--- src/rtl/clkdiv_pkg.sv ---
// clkdiv_pkg: shared constants and types for the multi-channel clock divider.
//   IDLE/RUN  - channel state encoding
//   DIV_MIN   - smallest ratio that produces a clock; anything below is "off"
package clkdiv_pkg;
  localparam logic IDLE    = 1'b0;
  localparam logic RUN     = 1'b1;
  localparam int   DIV_MIN = 2;

  typedef enum logic {S_IDLE = IDLE, S_RUN = RUN} chan_state_t;
endpackage

--- src/rtl/clkdiv_chan.sv ---
// clkdiv_chan: one divider channel (counter, IDLE/RUN state, pending ratio).
//   in, rst_n : clock, async active-low reset
//   en        : run enable; a stop takes effect at the period boundary
//   load, div : capture div as the pending ratio (last load wins)
//   phase     : start count captured with div (only with CLKDIV_MULTI_PHASE_EN)
//   out       : divided clock, high while count < ratio/2
//   busy      : a captured ratio is waiting to be applied
module clkdiv_chan
  import clkdiv_pkg::*;
#(
  parameter int W    = 8,
  parameter int DIV0 = 2
) (
  input  logic         in,
  input  logic         rst_n,
  input  logic         en,
  input  logic         load,
  input  logic [W-1:0] div,
`ifdef CLKDIV_MULTI_PHASE_EN
  input  logic [W-1:0] phase,
`endif
  output logic         out,
  output logic         busy
);
  localparam logic [W-1:0] ONE = W'(1);
  localparam logic [W-1:0] MIN = W'(DIV_MIN);

  chan_state_t  st, st_n;
  logic [W-1:0] r, r_n, cnt, cnt_n, p, p_n;
  logic         pv, pv_n, out_n, apply;
  // ph_cur: start count when leaving IDLE; ph_app: start count on an apply
  logic [W-1:0] ph_cur, ph_app;

`ifdef CLKDIV_MULTI_PHASE_EN
  logic [W-1:0] pp, pp_n, ph, ph_n;
  assign ph_cur = ph;
  // an out-of-range phase would never reach the wrap point, so fold it to 0
  assign ph_app = (pp >= p) ? '0 : pp;

  always_comb begin
    pp_n = pp;
    ph_n = ph;
    if (apply) ph_n = ph_app;
    if (load)  pp_n = phase;
  end

  always_ff @(posedge in or negedge rst_n) begin
    if (!rst_n) begin
      pp <= '0;
      ph <= '0;
    end else begin
      pp <= pp_n;
      ph <= ph_n;
    end
  end
`else
  assign ph_cur = '0;
  assign ph_app = '0;
`endif

  always_comb begin
    st_n  = st;
    r_n   = r;
    cnt_n = cnt;
    p_n   = p;
    pv_n  = pv;
    out_n = 1'b0;
    apply = 1'b0;
    case (st)
      S_IDLE: begin
        // a pending ratio is taken first; the start comes one edge later
        if (pv) begin
          apply = 1'b1;
          r_n   = p;
        end else if (en && r >= MIN) begin
          st_n  = S_RUN;
          cnt_n = ph_cur;
          out_n = ph_cur < (r >> 1);
        end
      end
      S_RUN: begin
        if (cnt == r - ONE) begin
          // period boundary: only place ratio changes and stops happen
          cnt_n = '0;
          if (pv) begin
            apply = 1'b1;
            r_n   = p;
            cnt_n = ph_app;
          end
          if (!en || r_n < MIN) begin
            st_n  = S_IDLE;
            cnt_n = '0;
          end else begin
            out_n = cnt_n < (r_n >> 1);
          end
        end else begin
          cnt_n = cnt + ONE;
          out_n = cnt_n < (r >> 1);
        end
      end
      default: st_n = S_IDLE;
    endcase
    // a load on an apply edge is kept for the next boundary
    if (apply) pv_n = 1'b0;
    if (load) begin
      p_n  = div;
      pv_n = 1'b1;
    end
  end

  always_ff @(posedge in or negedge rst_n) begin
    if (!rst_n) begin
      st  <= S_IDLE;
      r   <= W'(DIV0);
      cnt <= '0;
      p   <= '0;
      pv  <= 1'b0;
      out <= 1'b0;
    end else begin
      st  <= st_n;
      r   <= r_n;
      cnt <= cnt_n;
      p   <= p_n;
      pv  <= pv_n;
      out <= out_n;
    end
  end

  assign busy = pv;
endmodule

--- src/rtl/clkdiv_multi.sv ---
// clkdiv_multi: N posedge-aligned programmable clock dividers with a shared
// load strobe so all channels retune coherently.
//   in, rst_n : clock, async active-low reset
//   en[N]     : per-channel run enable
//   div[N*W]  : per-channel new ratio, channel k at div[k*W +: W]
//   load      : captures div (and phase) for every channel
//   phase     : per-channel start count (only with CLKDIV_MULTI_PHASE_EN)
//   out[N]    : divided clocks
//   busy[N]   : channel has a captured ratio not yet applied
module clkdiv_multi #(
  parameter int N    = 4,
  parameter int W    = 8,
  parameter int DIV0 = 2
) (
  input  logic           in,
  input  logic           rst_n,
  input  logic [N-1:0]   en,
  input  logic [N*W-1:0] div,
  input  logic           load,
`ifdef CLKDIV_MULTI_PHASE_EN
  input  logic [N*W-1:0] phase,
`endif
  output logic [N-1:0]   out,
  output logic [N-1:0]   busy
);
  for (genvar k = 0; k < N; k++) begin : g_ch
    clkdiv_chan #(.W(W), .DIV0(DIV0)) u_ch (
      .in    (in),
      .rst_n (rst_n),
      .en    (en[k]),
      .load  (load),
      .div   (div[k*W +: W]),
`ifdef CLKDIV_MULTI_PHASE_EN
      .phase (phase[k*W +: W]),
`endif
      .out   (out[k]),
      .busy  (busy[k])
    );
  end
endmodule

--- config.mk ---
export PLATFORM = sky130hd
export DESIGN_NAME = clkdiv_multi
export DESIGN_NICKNAME = d
export VERILOG_FILES = /design/src/rtl/clkdiv_pkg.sv /design/src/rtl/clkdiv_chan.sv /design/src/rtl/clkdiv_multi.sv
export SDC_FILE = /design/constraint.sdc
export NUM_CORES = 1
export LEC_CHECK = 0
export ABC_AREA = 1
export CORE_MARGIN = 2
export CORE_UTILIZATION = 45
export CTS_BUF_LIST = sky130_fd_sc_hd__clkbuf_4 sky130_fd_sc_hd__clkbuf_8 sky130_fd_sc_hd__clkbuf_16
export CTS_CLUSTER_DIAMETER = 150
export DETAILED_ROUTE_END_ITERATION = 10
export PLACE_DENSITY = 0.64
export SLEW_MARGIN = 20
export SYNTH_ARGS = -nofsm -noshare
export SYNTH_HDL_FRONTEND = slang
export SYNTH_HIERARCHICAL = 1
export SYNTH_SLANG_ARGS = --single-unit
--- constraint.sdc ---
create_clock -name in -period 2 [get_ports in]
set_clock_uncertainty 0.2 [all_clocks]
set_input_delay 0.4 -clock in [delete_from_list [all_inputs] [get_ports in]]
set_output_delay 0.4 -clock in [all_outputs]
set_load 0.01 [all_outputs]
Word level (Yosys, flattened, before mapping)
Index checks and enable logic that the tools add are counted. Widths: inputs -> output; s select.

Bitwise operators: 4. Reductions and logical operators: 20. Multipliers: 0. Eq/ne operators: 16. Multiplexer cells: 108. Div/mod/pow operators: 0. Shift-type cells: 0. Order comparisons: 20. $add $sub $neg: 8.

Operator list (count): $mux 8 (40); $pmux 8 s2 (8); $lt 8x7->1 (8); $mux 1 (48); $add 8x1->8 const B (4); $eq 8x8->1 (4); $ge 8x2->1 const B (4); $lt 8x2->1 const B (4); $sub 8x1->8 const B (4); $lt 1x7->1 const A (4); $pmux 1 s2 (12); $ne 2x2->1 const B (8); $ne 2x1->1 const B (4); $reduce_and 2->1 (4); $reduce_bool 2->1 (4); $logic_and 1x1->1 (4); $logic_not 1->1 (4); $logic_or 1x1->1 (4); $not 1->1 (4).

Input port bits: 39. ROM bits: 0. Memories kept: 0. Word-level logic and storage cells: 200. Register bits: 108. RAM bits: 0. Bits in latches: 0.

Logic depth before layout (Yosys ltp)
Gate-level depths: netlist of run 1.

Depth in word-level cells: 9. Depth in mapped cells: 16. Depth with buffers taken out: 16.

By module
The synthesis of run 1 kept the hierarchy.

By module, submodules not included: clkdiv_chan (g_ch[0].u_ch ...) (sequential area each 676.9 um^2, cells an instance 257, area an instance 1896.8 um^2, times used 3); clkdiv_chan (g_ch[3].u_ch) (sequential area each 676.9 um^2, cells an instance 250, area an instance 1804.2 um^2, times used 1).

Worst setup path before layout of run 1
Ideal clock, no wire load.

Path kind: reg-to-reg. From: register g_ch[0].u_ch.r[1]. To: register g_ch[0].u_ch.r[6]. Library setup time: 0.119 ns. Arrival time: 1.823 ns. Stages on the path, launching flop included: 13. Required time: 1.681 ns. Path slack: -0.143 ns. Cells stage by stage: dfstp_2 inv_1 ha_1 or2_2 nand2_1 nor2_1 inv_1 nor2_4 nand2_4 nand2_8 buf_8 nand2_2 o21ai_2.

Longest elaborated chain between the ends: 3.

Ends and longest elaborated chain: start: declaration (line clkdiv_chan.sv:29) `logic [W-1:0] r, r_n, cnt, cnt_n, p, p_n;`; start signal: assignment (line clkdiv_chan.sv:114) `r <= W'(DIV0);`; start signal: assignment (line clkdiv_chan.sv:121) `r <= r_n;`; $sub 8x1->8 (line clkdiv_chan.sv:82) `if (cnt == r - ONE) begin`; $eq 8x8->1 (line clkdiv_chan.sv:82); $ne 2x2->1 (no line).

Every way passes these cells. A chain may end at the register's enable or synchronous reset.

Worst setup path after layout of run 1
From: register g_ch[1].u_ch.r[1]. To: register g_ch[1].u_ch.r[3].

Longest elaborated chain between the ends: 3.

Ends and longest elaborated chain (line): start: declaration (clkdiv_chan.sv:29); start signal: assignment (clkdiv_chan.sv:114); start signal: assignment (clkdiv_chan.sv:121); $sub 8x1->8 (clkdiv_chan.sv:82); $eq 8x8->1 (clkdiv_chan.sv:82); $ne 2x2->1 (no line).

Every way passes these cells.

==> impl_metrics.toml, run 1 <==
[drt]
drc = 0
wl_um = 18500
wl_per_cell_um = 13.4
drt_first_pass_iters = 4
drtAntennaViolNets = 0
viasPerCell = 4.99
vias = 6899
drt_iter0_drc = 376

[flow_run]
maxCapViolations = 0

[cts]
cts_made_buffers = 9
clockBufferDepth = 2
clock_latency_ns = 0.36
htree_levels = 3
clk_pin_slew_ns = 0.07
cts_sinks = 108
cts_root_buffer = "clkbuf_16"
cts_tree = "yes"

[synth]
synth_edf_count = 0
async_flop_share_pct = 100
synth.most_common_cell = "nand2_1"
synth_top_cell_area_share_pct = 34.7
synthesis.area_mm2 = 0.00749
ys_seq_area_share_pct = 36.1
synth_top_cell_by_area = "dfrtp_1"
syn_area_per_cell_um2 = 7.34
ys_dominant_reg_cell = "dfrtp_1"
syn-num-nets = 1096
yosys_register_bits = 108
synth_cells = 1021
synth_common_cells = "nand2_1, inv_1, dfrtp_1, nand3_1, o21ai_0"
synth.area.top_cells = "dfrtp_1, nand2_1, inv_1"
synth.distinct_cells = 34
ys_warn_count = 6

[timing]
worstMarginPinSlew_ns = 0.936
slew_headroom_pct = 37.6
timing.fmax_mhz = 491
timing.final.ws_setup_ns = -0.0348
setup_viol = 9
layout_min_cycle_time_ns = 2.03
hold_ws_ns = 0.172
finalCritPeriodShare_pct = 102
rsz0062_at_grt = "true"
hold_violations = 0
drv_slew = 0

[die]
num_rows = 47
io_pins = 47
die_area_mm2 = 0.0177
die_w_um = 133
die_h_um = 133
initial_utilization_pct = 45.7
core_mm2 = 0.0164

[final_layout]
register_area_mm2 = 0.00272
nets = 1233
multi_input_area_mm2 = 0.00469
syn2layout_area_growth_pct = 30.9
num-fill-cells = 1482
insertedDiodeCount = 0
post-route-util_pct = 59.8
drive_gt1_share_pct = 30.1

[place]
routabilityCongestion = 0.915
io_buffers = 46
dp_hpwl_um = 13400
pre_cts_ws_ns = -0.0993

[critical_path]
crit_path_top_delay_cell = "dfstp_2"
crit_top_cell = "nand2_4"
reg2regPathDepth = 12
crit_buf_inv = 3
worstPathArrival_ns = 2.08
reg2reg_from = "g_ch[1].u_ch/r[1]"
startpoint_type = "flop"
cp_cell_sequence = "inv_2 -> ha_4 -> or2_4 -> nand2_4 -> nor2_4 -> inv_2 -> nor2_4 -> nand2_4 -> buf_12 -> nand2_8 -> nand2_4 -> o21ai_2"
reg2reg_to = "g_ch[1].u_ch/r[3]"
path_class = "reg -> reg"
worst-r2r-setup-slack_ns = -0.03
endpoint_kind = "flop"
cp_slowest_stage_delay_ns = 0.54
path_max_fanout = 6
cp_top_family = "simple AND/OR/NAND/NOR gates"
cp_data_required_time_ns = 2.04

[pwr]
seq_power_share_pct = 23.9
comb_power_share_pct = 64.5
power.total_uw = 16100
p_int_uw = 8520
powerDensity_mw_per_mm2 = 1650
power.switching_uw = 7620
ir_drop_mv = 0.589
p_clk_share_pct = 11.6
switching_share_pct = 47.2
p_leak_uw = 0.00505

[grt]
grt.overflow.total = 0
first_global_vias = 6675
grt_pass1_wl_um = 31000
antenna_found_initial = 0
grt_start_max_net_pins = 66
grt_use_total_pct = 21.4

[status]
violations = "negative setup slack"
status = "finished, violations left"

[worst_hold_path]
hold_depth = 3
min_to = "g_ch[1].u_ch/p[7]"
min_from = "load"
hold_path.class = "in -> reg"
[cell usage in the layout, fill, tap and decap left out, types with 8 or more instances in the layout]
master	netlist	final
buf_4	0	87
buf_6	2	8
o21ai_0	63	42
nand2_4	5	22
nand4_1	8	8
o21ai_2	21	30
clkdlybuf4s50_1	0	44
nand3_2	8	31
nor2_4	12	17
clkbuf_16	0	9
inv_1	126	108
nand2_8	3	10
xor2_1	19	19
a21oi_1	15	13
nand2_2	39	54
ha_1	36	26
inv_2	9	27
dfrtp_1	104	98
nand2_1	318	287
nand3_1	69	46
nor2_1	53	46
o21ai_1	26	38
xnor2_1	15	15
[power by group through the flow]
| stage | clock network (uW) | registers, uW | logic, uW |
|---|---|---|---|
| finish | 1880 | 3860 | 10400 |
| global route | 2030 | 3970 | 11600 |
| CTS | 1930 | 3810 | 9330 |
| detailed placement | 0 | 3850 | 8740 |
| global placement | 0 | 3840 | 8620 |
| floorplan | 0 | 3670 | 6480 |
[worst max-delay path by stage]
| stage | start | end | slack (ns) | depth (start not counted) |
|---|---|---|---|---|
| after floorplan | g_ch[0].u_ch/r[1] | g_ch[0].u_ch/r[6] | -0.008 | 12 |
| after global placement | g_ch[2].u_ch/r[1] | g_ch[2].u_ch/out | -0.08 | 12 |
| after detailed placement | g_ch[2].u_ch/r[1] | g_ch[2].u_ch/out | -0.1 | 12 |
| after CTS | g_ch[0].u_ch/r[1] | g_ch[0].u_ch/r[2] | -0.01 | 11 |
| after global routing | g_ch[0].u_ch/cnt[1] | g_ch[0].u_ch/out | -0.14 | 12 |
| final | g_ch[1].u_ch/r[1] | g_ch[1].u_ch/r[3] | -0.03 | 12 |
[state kept, by name, indices dropped and copies added, names as in the netlist]
name and count:
g_ch.u_ch/r 32, g_ch.u_ch/out 4, g_ch.u_ch/busy 4, g_ch.u_ch/st 4, g_ch.u_ch/cnt 32, g_ch.u_ch/p 32
[metal layers]
metal	vias up	wire length, um	track usage (%)
li1	3519	-	-
met1	3260	8640	28.6
met2	103	9090	35.9
met3	17	624	3.64
met4	0	193	5.91
met5	-	0	0
[tightest hold or removal path, stage by stage]
cell and delay [ns]:
buf_2 0.17, nand2_1 0.07, nand2_1 0.04
[cell type report]
cell class                      count  area share [%]
Multi-Input combinational cell    757            47.8
Sequential cell                   108            27.7
Timing Repair Buffer              147            13.4
Inverter                          135            5.16
Tap cell                          220            2.81
Clock buffer                        9            2.30
Clock inverter                      7           0.854
[cell families after synthesis]
family	Yosys count	share of synthesized area (%)
compound gates	137	10.5
xor+xnor	34	3.97
fa+ha+maj	36	6.01
buf+inv	164	9.72
flops	108	36.1
simple gates	542	33.7
[what timing repair did]
action	4_1_cts	5_1_grt
hold endpoints to repair	104	0
hold buffers	1	0
pin swaps	17	49
resized for setup	50	117
gates cloned	7	1
setup buffers	6	17
setup endpoints to repair	55	77
[per-stage QoR]
stage          instance area (um2)  setup TNS [ns]  std cells
3_3_place_gp                  8670          -0.706       1335
2_1_floorplan                 7540          -0.108       1021
5_1_grt                       9810           -4.25       1383
6_report                      9810          -0.147       1383
3_5_place_dp                  8670          -0.948       1335
4_1_cts                       9290         -0.0733       1365
(Power assumes the default switching activity.)
==> run 2, diff against run 1 <==
--- a/config.mk
+++ b/config.mk
@@ -12,7 +12,6 @@
 export CTS_CLUSTER_DIAMETER = 150
 export DETAILED_ROUTE_END_ITERATION = 10
 export PLACE_DENSITY = 0.64
-export SLEW_MARGIN = 20
 export SYNTH_ARGS = -nofsm -noshare
 export SYNTH_HDL_FRONTEND = slang
 export SYNTH_HIERARCHICAL = 1
==> results of run 2 <==
Final layout, timing and power as in run 1 (identical DEF).
==> run 3, diff against run 2 <==
--- a/config.mk
+++ b/config.mk
@@ -6,12 +6,14 @@
 export NUM_CORES = 1
 export LEC_CHECK = 0
 export ABC_AREA = 1
+export CELL_PAD_IN_SITES_DETAIL_PLACEMENT = 0
+export CELL_PAD_IN_SITES_GLOBAL_PLACEMENT = 1
 export CORE_MARGIN = 2
-export CORE_UTILIZATION = 45
+export CORE_UTILIZATION = 40
 export CTS_BUF_LIST = sky130_fd_sc_hd__clkbuf_4 sky130_fd_sc_hd__clkbuf_8 sky130_fd_sc_hd__clkbuf_16
 export CTS_CLUSTER_DIAMETER = 150
 export DETAILED_ROUTE_END_ITERATION = 10
-export PLACE_DENSITY = 0.64
+export PLACE_DENSITY = 0.88
 export SYNTH_ARGS = -nofsm -noshare
 export SYNTH_HDL_FRONTEND = slang
 export SYNTH_HIERARCHICAL = 1
==> impl_metrics.toml, run 3 (synthesized netlist as in run 1, its figures left out) <==
[status]
status = "finished, violations left"
violations = "negative setup slack"

[pwr]
p_clk_share_pct = 10.8
p_int_uw = 8300
power.switching_uw = 7700
switching_share_pct = 48.1
powerDensity_mw_per_mm2 = 1640
ir_drop_mv = 0.619
seq_power_share_pct = 24.5
p_leak_uw = 0.00499
comb_power_share_pct = 64.7

[die]
die_h_um = 141
core_mm2 = 0.0185
num_rows = 50
die_area_mm2 = 0.0198
initial_utilization_pct = 40.5
die_w_um = 141
io_pins = 47

[grt]
grt_pass1_wl_um = 30900
grt_start_max_net_pins = 70
grt_use_total_pct = 19.2
antenna_found_initial = 0
grt.overflow.total = 0
first_global_vias = 6541

[timing]
setup-tns-final_ns = -0.575
layout_min_cycle_time_ns = 2.07
rsz0062_at_grt = "true"
finalCritPeriodShare_pct = 104
timing.final.ws_setup_ns = -0.0725
drv_slew = 0
setup_viol = 20
slew_headroom_pct = 42.4
hold_violations = 0
timing.fmax_mhz = 483
worstMarginPinSlew_ns = 0.864

[drt]
drt_first_pass_iters = 5
viasPerCell = 5.01
vias = 6936
drc = 0
wl_per_cell_um = 13.9
drt_iter0_drc = 393
wl_um = 19200
drtAntennaViolNets = 0

[critical_path]
worstPathArrival_ns = 2.12
cp_cell_sequence = "inv_2 -> ha_4 -> inv_2 -> nand2_2 -> nand3_2 -> nand2_2 -> inv_2 -> nand3_2 -> nor2_4 -> nand2_8 -> buf_6 -> nand3_1 -> o21ai_1"
endpoint_kind = "flop"
startpoint_type = "flop"
cp_data_required_time_ns = 2.05
path_class = "reg -> reg"
path_max_fanout = 5
cp_slowest_stage_delay_ns = 0.55
crit_path_top_delay_cell = "dfstp_2"
crit_top_cell = "inv_2"

[final_layout]
syn2layout_area_growth_pct = 30.5
finalNonFillerCells = 1384
mostFrequentLayoutCell = "nand2_1"
top_regs = "g_ch.u_ch/cnt: 32 flops, g_ch.u_ch/p: 32 flops, g_ch.u_ch/r: 32 flops"
nets = 1221
num-fill-cells = 1717
layout_common_cells = "nand2_1, inv_1, dfrtp_1"
insertedDiodeCount = 0
multi_input_area_mm2 = 0.00477
register_area_mm2 = 0.00272
drive_gt1_share_pct = 31.3

[place]
routabilityCongestion = 0.903
io_buffers = 46
dp_hpwl_um = 13500
dp_cells = 1340
pre_cts_ws_ns = -0.113

[flow_run]
maxCapViolations = 0

[cts]
cts_root_buffer = "clkbuf_16"
htree_levels = 3
clockBufferDepth = 2
cts_sinks = 108
cts_tree = "yes"
clk_pin_slew_ns = 0.07
clock_latency_ns = 0.37
cts_made_buffers = 9

[worst_hold_path]
hold_path.class = "reg -> reg"
-- run 3: changes by cell type in the layout (fill, tap and decap cells not counted), sizes merged --
| cell | delta |
|---|---|
| nand2 | +1 |
| buf | -14 |
| bufinv | -1 |
| clkbuf | +1 |
-- run 3: final cells by class --
| cell class | count | share of cell area, % |
|---|---|---|
| inverters | 135 | 5.18 |
| clock buffers | 9 | 2.30 |
| well taps | 234 | 2.99 |
| multi-input cells | 758 | 48.8 |
| clock inverters | 6 | 0.486 |
| flip-flops and latches | 108 | 27.8 |
| repair buffers | 134 | 12.4 |
-- run 3: timing repair --
action                                  in CTS  in global routing
hold endpoints to repair                   104                  0
buffers inserted                             7                 11
cloned                                       5                  5
hold buffers                                 1                  0
pin swaps                                   11                 52
endpoints found under the setup margin      56                 76
gates resized for setup                     40                149
-- run 3: worst max-delay path, delay by kind of cell, from the launching register on --
family | cells | cell delay [ns]
adders and majority gates | 1 | 0.17
and+or+nand+nor | 7 | 0.64
buffers and inverters | 4 | 0.31
DFF | 1 | 0.55
AOI/OAI and AO/OA | 1 | 0.08
-- run 3: path summary, 6_finish.rpt --
path / start / end / slack [ns] / cells past startpoint
worst min register to register: g_ch[1].u_ch/p[7] / g_ch[1].u_ch/p[7] / 0.28 / 2
min in group asynchronous: rst_n / g_ch[1].u_ch/r[6] / 0.35 / 3
worst max register to register: g_ch[1].u_ch/r[1] / g_ch[1].u_ch/cnt[5] / -0.07 / 13
worst max-delay path: g_ch[1].u_ch/r[1] / g_ch[1].u_ch/cnt[5] / -0.07 / 13
max in group asynchronous: rst_n / g_ch[3].u_ch/r[1] / 0.83 / 3
worst min-delay path: g_ch[1].u_ch/p[7] / g_ch[1].u_ch/p[7] / 0.28 / 2
-- run 3: stage by stage --
step	hold slack [ns]	cell area, um2	utilization (%)	total power (uW)
finish	0.277	9780	52.8	16000
global route	0.301	9780	52.8	17500
CTS	0.281	9110	49.2	14600
detailed placement	0.202	8620	46.6	12400
global placement	0.202	8620	46.6	12300
floorplan	-0.0956	7540	-	10200
-- run 3: power by group through the flow --
stage	logic, uW	registers [uW]	clock network [uW]
after floorplan	6480	3670	0
after global placement	8430	3860	0
after detailed placement	8570	3870	0
after CTS	9030	3800	1770
after global routing	11600	4030	1840
final	10400	3920	1720
-- run 3: layer usage --
metal / up-vias / track usage, % / routed length (um)
met1: 3293 / 25.2 / 8730
met2: 107 / 32.7 / 9610
met4: 0 / 7.32 / 387
met3: 33 / 2.28 / 497
met5: - / 0 / 0
li1: 3503 / - / -
